$ cat src/rtl/uart_loader_pkg.sv
// Shared types and constants for the UART boot-load controller.
// Loader state encoding, abort reason codes and the default frame-open command byte.
package uart_loader_pkg;

    typedef enum logic [3:0] {
        S_IDLE,
        S_WAIT_CMD,
        S_LEN_HI,
        S_LEN_LO,
        S_DATA_HI,
        S_DATA_LO,
        S_CHECK,
        S_DONE,
        S_ERROR
    } state_e;

    localparam logic [2:0] ERR_NONE    = 3'd0;
    localparam logic [2:0] ERR_TIMEOUT = 3'd1;
    localparam logic [2:0] ERR_CSUM    = 3'd2;
    localparam logic [2:0] ERR_BREAK   = 3'd3;
    localparam logic [2:0] ERR_LEN     = 3'd4;

    localparam logic [7:0] CMD_LOAD_DEF = 8'h4C;

endpackage

$ cat src/rtl/loader_timeout_timer.sv
// Inter-byte watchdog: counts while run is high, restarts on clear and
// flags expiry once TIMEOUT_CYCLES-1 idle cycles have elapsed.
module loader_timeout_timer #(
    parameter int unsigned TIMEOUT_CYCLES = 5_000_000
) (
    input  logic clk,
    input  logic resetn,
    input  logic clear,
    input  logic run,
    output logic expired
);

    localparam int CW = $clog2(TIMEOUT_CYCLES) + 1;

    logic [CW-1:0] count_q;

    always_ff @(posedge clk or negedge resetn) begin
        if (!resetn) begin
            count_q <= '0;
        end else if (clear) begin
            count_q <= '0;
        end else if (run) begin
            count_q <= count_q + CW'(1);
        end
    end

    assign expired = run && (count_q == CW'(TIMEOUT_CYCLES - 1));

endmodule

$ cat src/rtl/uart_rom_loader.sv
// Boot-load controller: parses CMD/LEN/data/CSUM frames from the UART receiver,
// writes 16-bit words into instruction ROM and holds the CPU in reset meanwhile.
module uart_rom_loader
    import uart_loader_pkg::*;
#(
    parameter int          ADDR_WIDTH     = 15,
    parameter int          WORD_WIDTH     = 16,
    parameter int unsigned TIMEOUT_CYCLES = 5_000_000,
    parameter logic [7:0]  CMD_LOAD       = CMD_LOAD_DEF
) (
    input  logic                  clk,
    input  logic                  resetn,
    input  logic                  start,
    input  logic                  rx_valid,
    input  logic [7:0]            rx_data,
    input  logic                  rx_break,
    output logic                  rx_enable,
    output logic                  rom_we,
    output logic [ADDR_WIDTH-1:0] rom_addr,
    output logic [WORD_WIDTH-1:0] rom_wdata,
    output logic                  cpu_hold,
    output logic                  busy,
    output logic                  done,
    output logic                  err,
    output logic [2:0]            err_code,
    output logic [ADDR_WIDTH:0]   words_loaded
);

    state_e                state_q, state_d;
    logic [15:0]           len_q, len_d;
    logic [7:0]            csum_q, csum_d;
    logic [7:0]            hi_q, hi_d;
    logic [ADDR_WIDTH:0]   words_q, words_d;
    logic                  rom_we_q, rom_we_d;
    logic [ADDR_WIDTH-1:0] rom_addr_q, rom_addr_d;
    logic [WORD_WIDTH-1:0] rom_wdata_q, rom_wdata_d;
    logic                  done_q, done_d;
    logic                  err_q, err_d;
    logic [2:0]            err_code_q, err_code_d;
    logic                  cpu_hold_q, cpu_hold_d;

    logic                  busy_w;
    logic                  tmr_run;
    logic                  tmr_expired;
    logic [15:0]           len_full;
    logic [ADDR_WIDTH:0]   words_inc;

    assign busy_w    = state_q inside {S_WAIT_CMD, S_LEN_HI, S_LEN_LO, S_DATA_HI, S_DATA_LO, S_CHECK};
    assign tmr_run   = state_q inside {S_LEN_HI, S_LEN_LO, S_DATA_HI, S_DATA_LO, S_CHECK};
    assign len_full  = {len_q[15:8], rx_data};
    assign words_inc = words_q + (ADDR_WIDTH + 1)'(1);

    // Idle states hold the counter at zero, so entry to LEN_HI always starts fresh.
    loader_timeout_timer #(
        .TIMEOUT_CYCLES(TIMEOUT_CYCLES)
    ) u_timer (
        .clk    (clk),
        .resetn (resetn),
        .clear  (rx_valid || !tmr_run),
        .run    (tmr_run),
        .expired(tmr_expired)
    );

    always_comb begin
        state_d     = state_q;
        len_d       = len_q;
        csum_d      = csum_q;
        hi_d        = hi_q;
        words_d     = words_q;
        rom_we_d    = 1'b0;
        rom_addr_d  = rom_addr_q;
        rom_wdata_d = rom_wdata_q;
        done_d      = done_q;
        err_d       = err_q;
        err_code_d  = err_code_q;
        cpu_hold_d  = cpu_hold_q;

        // Break outranks a coincident byte, which outranks a timeout.
        if (busy_w && rx_break) begin
            state_d    = S_ERROR;
            err_d      = 1'b1;
            err_code_d = ERR_BREAK;
        end else if (!busy_w) begin
            if (start) begin
                state_d    = S_WAIT_CMD;
                done_d     = 1'b0;
                err_d      = 1'b0;
                err_code_d = ERR_NONE;
                words_d    = '0;
                csum_d     = '0;
                len_d      = '0;
                cpu_hold_d = 1'b1;
            end
        end else if (rx_valid) begin
            unique case (state_q)
                S_WAIT_CMD: begin
                    if (rx_data == CMD_LOAD) state_d = S_LEN_HI;
                end
                S_LEN_HI: begin
                    len_d   = {rx_data, 8'h00};
                    csum_d  = csum_q + rx_data;
                    state_d = S_LEN_LO;
                end
                S_LEN_LO: begin
                    len_d  = len_full;
                    csum_d = csum_q + rx_data;
                    if (32'(len_full) > (32'd1 << ADDR_WIDTH)) begin
                        state_d    = S_ERROR;
                        err_d      = 1'b1;
                        err_code_d = ERR_LEN;
                    end else if (len_full == 16'd0) begin
                        state_d = S_CHECK;
                    end else begin
                        state_d = S_DATA_HI;
                    end
                end
                S_DATA_HI: begin
                    hi_d    = rx_data;
                    csum_d  = csum_q + rx_data;
                    state_d = S_DATA_LO;
                end
                S_DATA_LO: begin
                    csum_d      = csum_q + rx_data;
                    rom_we_d    = 1'b1;
                    rom_addr_d  = words_q[ADDR_WIDTH-1:0];
                    rom_wdata_d = WORD_WIDTH'({hi_q, rx_data});
                    words_d     = words_inc;
                    state_d     = (32'(words_inc) == 32'(len_q)) ? S_CHECK : S_DATA_HI;
                end
                S_CHECK: begin
                    if (rx_data == csum_q) begin
                        state_d    = S_DONE;
                        done_d     = 1'b1;
                        cpu_hold_d = 1'b0;
                    end else begin
                        state_d    = S_ERROR;
                        err_d      = 1'b1;
                        err_code_d = ERR_CSUM;
                    end
                end
                default: state_d = state_q;
            endcase
        end else if (tmr_expired) begin
            state_d    = S_ERROR;
            err_d      = 1'b1;
            err_code_d = ERR_TIMEOUT;
        end
    end

    always_ff @(posedge clk or negedge resetn) begin
        if (!resetn) begin
            state_q     <= S_IDLE;
            len_q       <= '0;
            csum_q      <= '0;
            hi_q        <= '0;
            words_q     <= '0;
            rom_we_q    <= 1'b0;
            rom_addr_q  <= '0;
            rom_wdata_q <= '0;
            done_q      <= 1'b0;
            err_q       <= 1'b0;
            err_code_q  <= ERR_NONE;
            cpu_hold_q  <= 1'b0;
        end else begin
            state_q     <= state_d;
            len_q       <= len_d;
            csum_q      <= csum_d;
            hi_q        <= hi_d;
            words_q     <= words_d;
            rom_we_q    <= rom_we_d;
            rom_addr_q  <= rom_addr_d;
            rom_wdata_q <= rom_wdata_d;
            done_q      <= done_d;
            err_q       <= err_d;
            err_code_q  <= err_code_d;
            cpu_hold_q  <= cpu_hold_d;
        end
    end

    assign rx_enable    = busy_w;
    assign busy         = busy_w;
    assign rom_we       = rom_we_q;
    assign rom_addr     = rom_addr_q;
    assign rom_wdata    = rom_wdata_q;
    assign cpu_hold     = cpu_hold_q;
    assign done         = done_q;
    assign err          = err_q;
    assign err_code     = err_code_q;
    assign words_loaded = words_q;

endmodule

$ cat config.mk
export PLATFORM = sky130hd
export DESIGN_NAME = uart_rom_loader
export DESIGN_NICKNAME = d
export VERILOG_FILES = /design/src/rtl/uart_loader_pkg.sv /design/src/rtl/loader_timeout_timer.sv /design/src/rtl/uart_rom_loader.sv
export SDC_FILE = /design/constraint.sdc
export NUM_CORES = 1
export LEC_CHECK = 0
export CAP_MARGIN = 15
export CORE_MARGIN = 3
export CORE_UTILIZATION = 55
export CTS_CLUSTER_SIZE = 14
export DETAILED_ROUTE_END_ITERATION = 8
export MAX_ROUTING_LAYER = met4
export PLACE_DENSITY = 0.87
export SYNTH_ARGS = -nofsm -noshare
export SYNTH_HDL_FRONTEND = slang
export SYNTH_SLANG_ARGS = --single-unit
$ cat constraint.sdc
create_clock -name clk -period 2.6 [get_ports clk]
set_clock_uncertainty 0.2 [all_clocks]
set_input_delay 0.52 -clock clk [delete_from_list [all_inputs] [get_ports clk]]
set_output_delay 0.52 -clock clk [all_outputs]
set_load 0.1 [all_outputs]
Word level (Yosys, flattened, before mapping)
Index checks and enable logic that the tools add are counted.
{ "word_totals": {"ff_bits": 114, "latchBits": 0, "ramBits": 0, "rom_bits": 0, "inputBits": 13, "out_inout_bits": 56, "wordCells": 116, "memories": 0} }
{ "op_classes": {"n_addsub": 3, "n_mul": 0, "n_div": 0, "n_lt_le_gt_ge": 1, "n_eq_ne": 24, "shifts": 0, "muxes": 53, "bitwise_logic": 1, "n_reduce_logical": 20} }
{ "ops": {"columns": ["op", "n"], "rows": [
  ["$mux 16", 6],
  ["$mux 24", 2],
  ["$mux 4", 8],
  ["$mux 8", 4],
  ["$pmux 16 s2", 1],
  ["$add 24x1->24 const B", 1],
  ["$eq 24x23->1 const B", 1],
  ["$pmux 4 s6", 1],
  ["$reduce_and 4->1", 6],
  ["$mux 3", 7],
  ["$mux 1", 20],
  ["$add 16x1->16 const B", 1],
  ["$eq 16x16->1", 1],
  ["$gt 16x16->1 const B", 1],
  ["$logic_not 16->1", 1],
  ["$reduce_and 5->1", 3],
  ["$eq 4x3->1 const B", 3],
  ["$ne 5x3->1 const B", 2],
  ["$ne 9x2->1 const B", 1],
  ["$add 8x8->8", 1],
  ["$eq 4x2->1 const B", 2],
  ["$eq 8x7->1 const B", 1],
  ["$eq 8x8->1", 1],
  ["$ne 2x1->1 const B", 4],
  ["18 further kinds", 23]
]} }

Logic depth before layout (Yosys ltp)
{ "logic_depth": {"depth_word": 7, "mapped_depth": 9, "depth_no_buf": 9} }

Modules after synthesis
Synthesis repeated with hierarchy kept, for this count alone.
{ "hier_totals": {"cells_unflattened": 672, "hier_area_um2": 6030.8} }
{ "by_module_without_submodules": {"columns": ["mod", "n_inst", "cells_each", "area_per_inst_um2", "seq_area_each_um2"], "rows": [
  ["uart_rom_loader", 1, 532, 4708.3, 2252.2],
  ["loader_timeout_timer", 1, 140, 1322.5, 600.6]
]} }

Worst setup path before layout
OpenSTA, ideal clock, no wires.
{ "synth_timing": {"path_type": "reg-to-reg", "from": "reg words_q[0] (netlist: words_loaded[0])", "to": "reg state_q[1]", "setup_ns": 0.095, "t_arrival_ns": 2.807, "required_ns": 2.305, "setup_slack_ns": -0.503, "stages_incl_launch_ff": 7, "n_path_buf": 0, "period_less_slack_ns": 3.103, "cell_sequence": "dfrtp_1 ha_1 nand3_1 xnor2_1 or4_1 or4_1 o31ai_1"} }
{ "synth_via": {"elab_chain_cells": 7} }
{ "synth_rtl": {"columns": ["element", "line_no", "source"], "rows": [
  ["start: declaration", "uart_rom_loader.sv:33", "logic [ADDR_WIDTH:0] words_q, words_d;"],
  ["start signal: assignment", "uart_rom_loader.sv:169", "words_q <= words_d;"],
  ["$add 16x1->16", "uart_rom_loader.sv:51", "assign words_inc = words_q + (ADDR_WIDTH + 1)'(1);"],
  ["$eq 16x16->1", "uart_rom_loader.sv:128", "state_d = (32'(words_inc) == 32'(len_q)) ? S_CHECK : S_DATA_HI;"],
  ["$mux 2", "uart_rom_loader.sv:128", null],
  ["$pmux 4 s6", "uart_rom_loader.sv:95", "unique case (state_q)"],
  ["$mux 4", "uart_rom_loader.sv:94", "end else if (rx_valid) begin"],
  ["$mux 4", "uart_rom_loader.sv:83", "end else if (!busy_w) begin"],
  ["$mux 4", "uart_rom_loader.sv:79", "if (busy_w && rx_break) begin"],
  ["end signal: assignment", "uart_rom_loader.sv:165", "state_q <= state_d;"],
  ["end: declaration", "uart_rom_loader.sv:29", "state_e state_q, state_d;"]
]} }
No other way between the ends.
A chain may end at the register's enable or synchronous reset.

Final worst setup path
Ends and elaborated chain as after synthesis.

==> impl_metrics.py <==
metrics = {
    "status": {
        "status": "finished clean",
    },
    "clocking": {
        "post_cts_buffers": 0,
        "cts.sinks": 114,
        "cts_tree": "done",
        "clk_latency_ns": 0.52,
        "clockBufferDepth": 2,
        "cts-buffers-inserted": 17,
        "root_buffer": "clkbuf_8",
        "cts_htree_levels": 4,
        "clkTransAtPathRegs_ns": 0.06,
    },
    "timing": {
        "finalSetupViolCount": 0,
        "finalCriticalPeriod_ns": 2.52,
        "relSlewSlack_pct": 54.4,
        "worst_slew_pin_slew_ns": 0.684,
        "finalCritPeriodShare_pct": 97.0,
        "fin_tns_setup_ns": 0,
        "fmax_ghz": 0.396,
        "grt_setup_unrepaired": "no",
        "holdWs_ns": 0.267,
        "slew_viol_final": 0,
        "hold_violations": 0,
    },
    "yosys": {
        "synthFlopType": "dfrtp_1",
        "yosys_warnings": 0,
        "syn_avg_cell_area_um2": 9.04,
        "netlist.area_leader.share_pct": 49.2,
        "synthTopCellsByCount": "nand2_1 (139), dfrtp_1 (114), nor2_1 (56), o21ai_0 (53), nand3_1 (33)",
        "netlist_area_um2": 5790,
        "synthCells": 641,
        "yosysMostFrequentCell": "nand2_1",
        "synth_area_leaders": "dfrtp_1 (49%), nand2_1 (9.0%), o21ai_0 (4.6%)",
        "syn_nets": 664,
        "synth_edf_count": 0,
        "synthArstFlopShare_pct": 100,
        "ys_seq_elements": 114,
        "synth_cell_types": 57,
        "synth_seq_area_share_pct": 49.2,
        "yosysTopAreaCell": "dfrtp_1",
    },
    "die": {
        "num_rows": 36,
        "core_um2": 10000,
        "boundaryPins": 69,
        "dieArea_um2": 11800,
        "die_x_um": 109,
        "start_util_pct": 57.9,
        "fp.dieH_um": 109,
    },
    "global_routing": {
        "track_usage_pct": 27.5,
        "antenna_found_initial": 0,
        "overflow": 0,
        "grt_pass1_wl_um": 24600,
        "grt_max_degree": 57,
        "grt_pass1_vias": 5053,
    },
    "flow_run": {
        "cap_violations": 0,
    },
    "placement": {
        "io_buffers": 68,
        "hpwl_um": 9810,
        "placed_cells": 854,
        "gp_congestion": 0.953,
    },
    "layout": {
        "finalNonFillerCells": 887,
        "layout-drive-gt1-share_pct": 23.2,
        "final_nets": 764,
        "diodes": 0,
        "syn_to_final_growth_pct": 27.0,
    },
    "critical_path": {
        "cp.required_ns": 2.82,
        "worstPathMaxFanout": 2,
        "start_kind": "flip-flop",
        "critPathCaptureType": "flip-flop",
        "path_class": "flip-flop to flip-flop",
        "arrival_ns": 2.75,
    },
    "detailed_routing": {
        "vias": 5077,
        "ant_nets": 0,
        "drt_first_pass_iters": 5,
        "vias_per_cell": 5.72,
        "post_drt_wl_per_cell_um": 16.7,
        "drcViolationCount": 0,
        "wirelength_um": 14800,
        "drtIter0Drc": 478,
    },
    "worst_hold_path": {
        "hp-class": "flip-flop to flip-flop",
    },
    "pwr": {
        "peakVddDrop_uv": 1130,
        "leakagePower_nw": 3.43,
        "power_density_nw_per_um2": 987,
    },
}
-- flip-flops by register name, indices dropped and copies added, names as in the netlist --
| register | count |
|---|---|
| u_timer.count_q | 24 |
| csum_q | 8 |
| rom_wdata | 16 |
| hi_q | 8 |
| words_loaded | 16 |
| done | 1 |
| rom_addr | 15 |
| len_q | 16 |
| state_q | 4 |
| rom_we | 1 |
| cpu_hold | 1 |
| err | 1 |
| err_code | 3 |
-- metrics by stage --
stage	power (mW)	instance area, um2	util [%]	setup slack (ns)
floorplan	4.25	5800	-	-0.257
global placement	4.92	6740	67.4	-0.261
detailed placement	5.00	6740	67.4	-0.340
CTS	7.21	7320	73.2	-0.0123
global route	7.58	7360	73.6	0.0124
finish	7.26	7360	73.6	0.0774
-- repair_timing --
action	CTS	global route
pin swaps	1	0
hold endpoints to repair	35	0
gates resized for setup	5	9
hold buffers	1	0
setup endpoints to repair	3	18
-- where the power goes --
group          switching [mW]  internal, mW
sequential              0.294          2.08
combinational            1.87         0.878
clock                   0.917          1.22
-- worst paths after layout --
| check | from | endpoint | slack (ns) | cells after the start |
|---|---|---|---|---|
| worst max register to register | words_loaded[0]$_DFFE_PN0P_ | state_q[1]$_DFFE_PN0P_ | 0.08 | 6 |
| worst min-delay path | hi_q[6]$_DFFE_PN0P_ | rom_wdata[14]$_DFFE_PN0P_ | 0.27 | 2 |
| max in group asynchronous | resetn | state_q[1]$_DFFE_PN0P_ | 1.23 | 3 |
| worst max-delay path | words_loaded[0]$_DFFE_PN0P_ | state_q[1]$_DFFE_PN0P_ | 0.08 | 6 |
| worst min register to register | hi_q[6]$_DFFE_PN0P_ | rom_wdata[14]$_DFFE_PN0P_ | 0.27 | 2 |
| min in group asynchronous | resetn | rom_addr[1]$_DFFE_PN0P_ | 0.29 | 2 |
-- cell usage in the layout (no fill, tap or decap), types with 6 or more instances in the layout --
| cell | instances |
|---|---|
| dfrtp_2 | 10 |
| clkbuf_16 | 16 |
| xnor2_1 | 27 |
| nand3_1 | 32 |
| clkdlybuf4s50_1 | 11 |
| nor2b_1 | 8 |
| mux2_2 | 12 |
| nand4_1 | 12 |
| xor2_1 | 25 |
| and3_1 | 10 |
| clkinvlp_4 | 6 |
| ha_1 | 9 |
| nand2_1 | 139 |
| inv_1 | 18 |
| a21oi_1 | 6 |
| buf_4 | 98 |
| nor2_1 | 56 |
| dfrtp_1 | 104 |
| o21ai_0 | 53 |
| nor3_1 | 9 |
-- final cells by class --
class	instances	area, um2
inverters	20	80.1
fillers	704	2640
clock inverters	14	120
well taps	133	166
repair buffers	113	916
flip-flops and latches	114	2870
clock buffers	18	428
multi-input cells	475	2780
-- per-layer routing --
layer / wire length (um) / vias up / GRT usage, %
li1: - / 2380 / -
met1: 5970 / 2426 / 33.9
met2: 7370 / 226 / 45.3
met3: 1060 / 45 / 5.86
met4: 384 / 0 / 9.38
met5: 0 / - / -
-- worst max-delay path, stage by stage, from the launching register on --
cell     delay [ns]
dfrtp_2        0.40
ha_1           0.33
xnor2_1        0.16
nand4_1        0.12
or4_4          0.51
or4_4          0.45
o31ai_4        0.24
-- cell families after synthesis --
group,synth area share [%]
and+or+nand+nor,23.5
muxes,2.68
xor gates and xnor gates,7.86
buffers and inverters,3.76
AOI/OAI and AO/OA,10.6
adders and majority gates,2.29
DFF,49.2
Power figures use the tool's default switching activity.
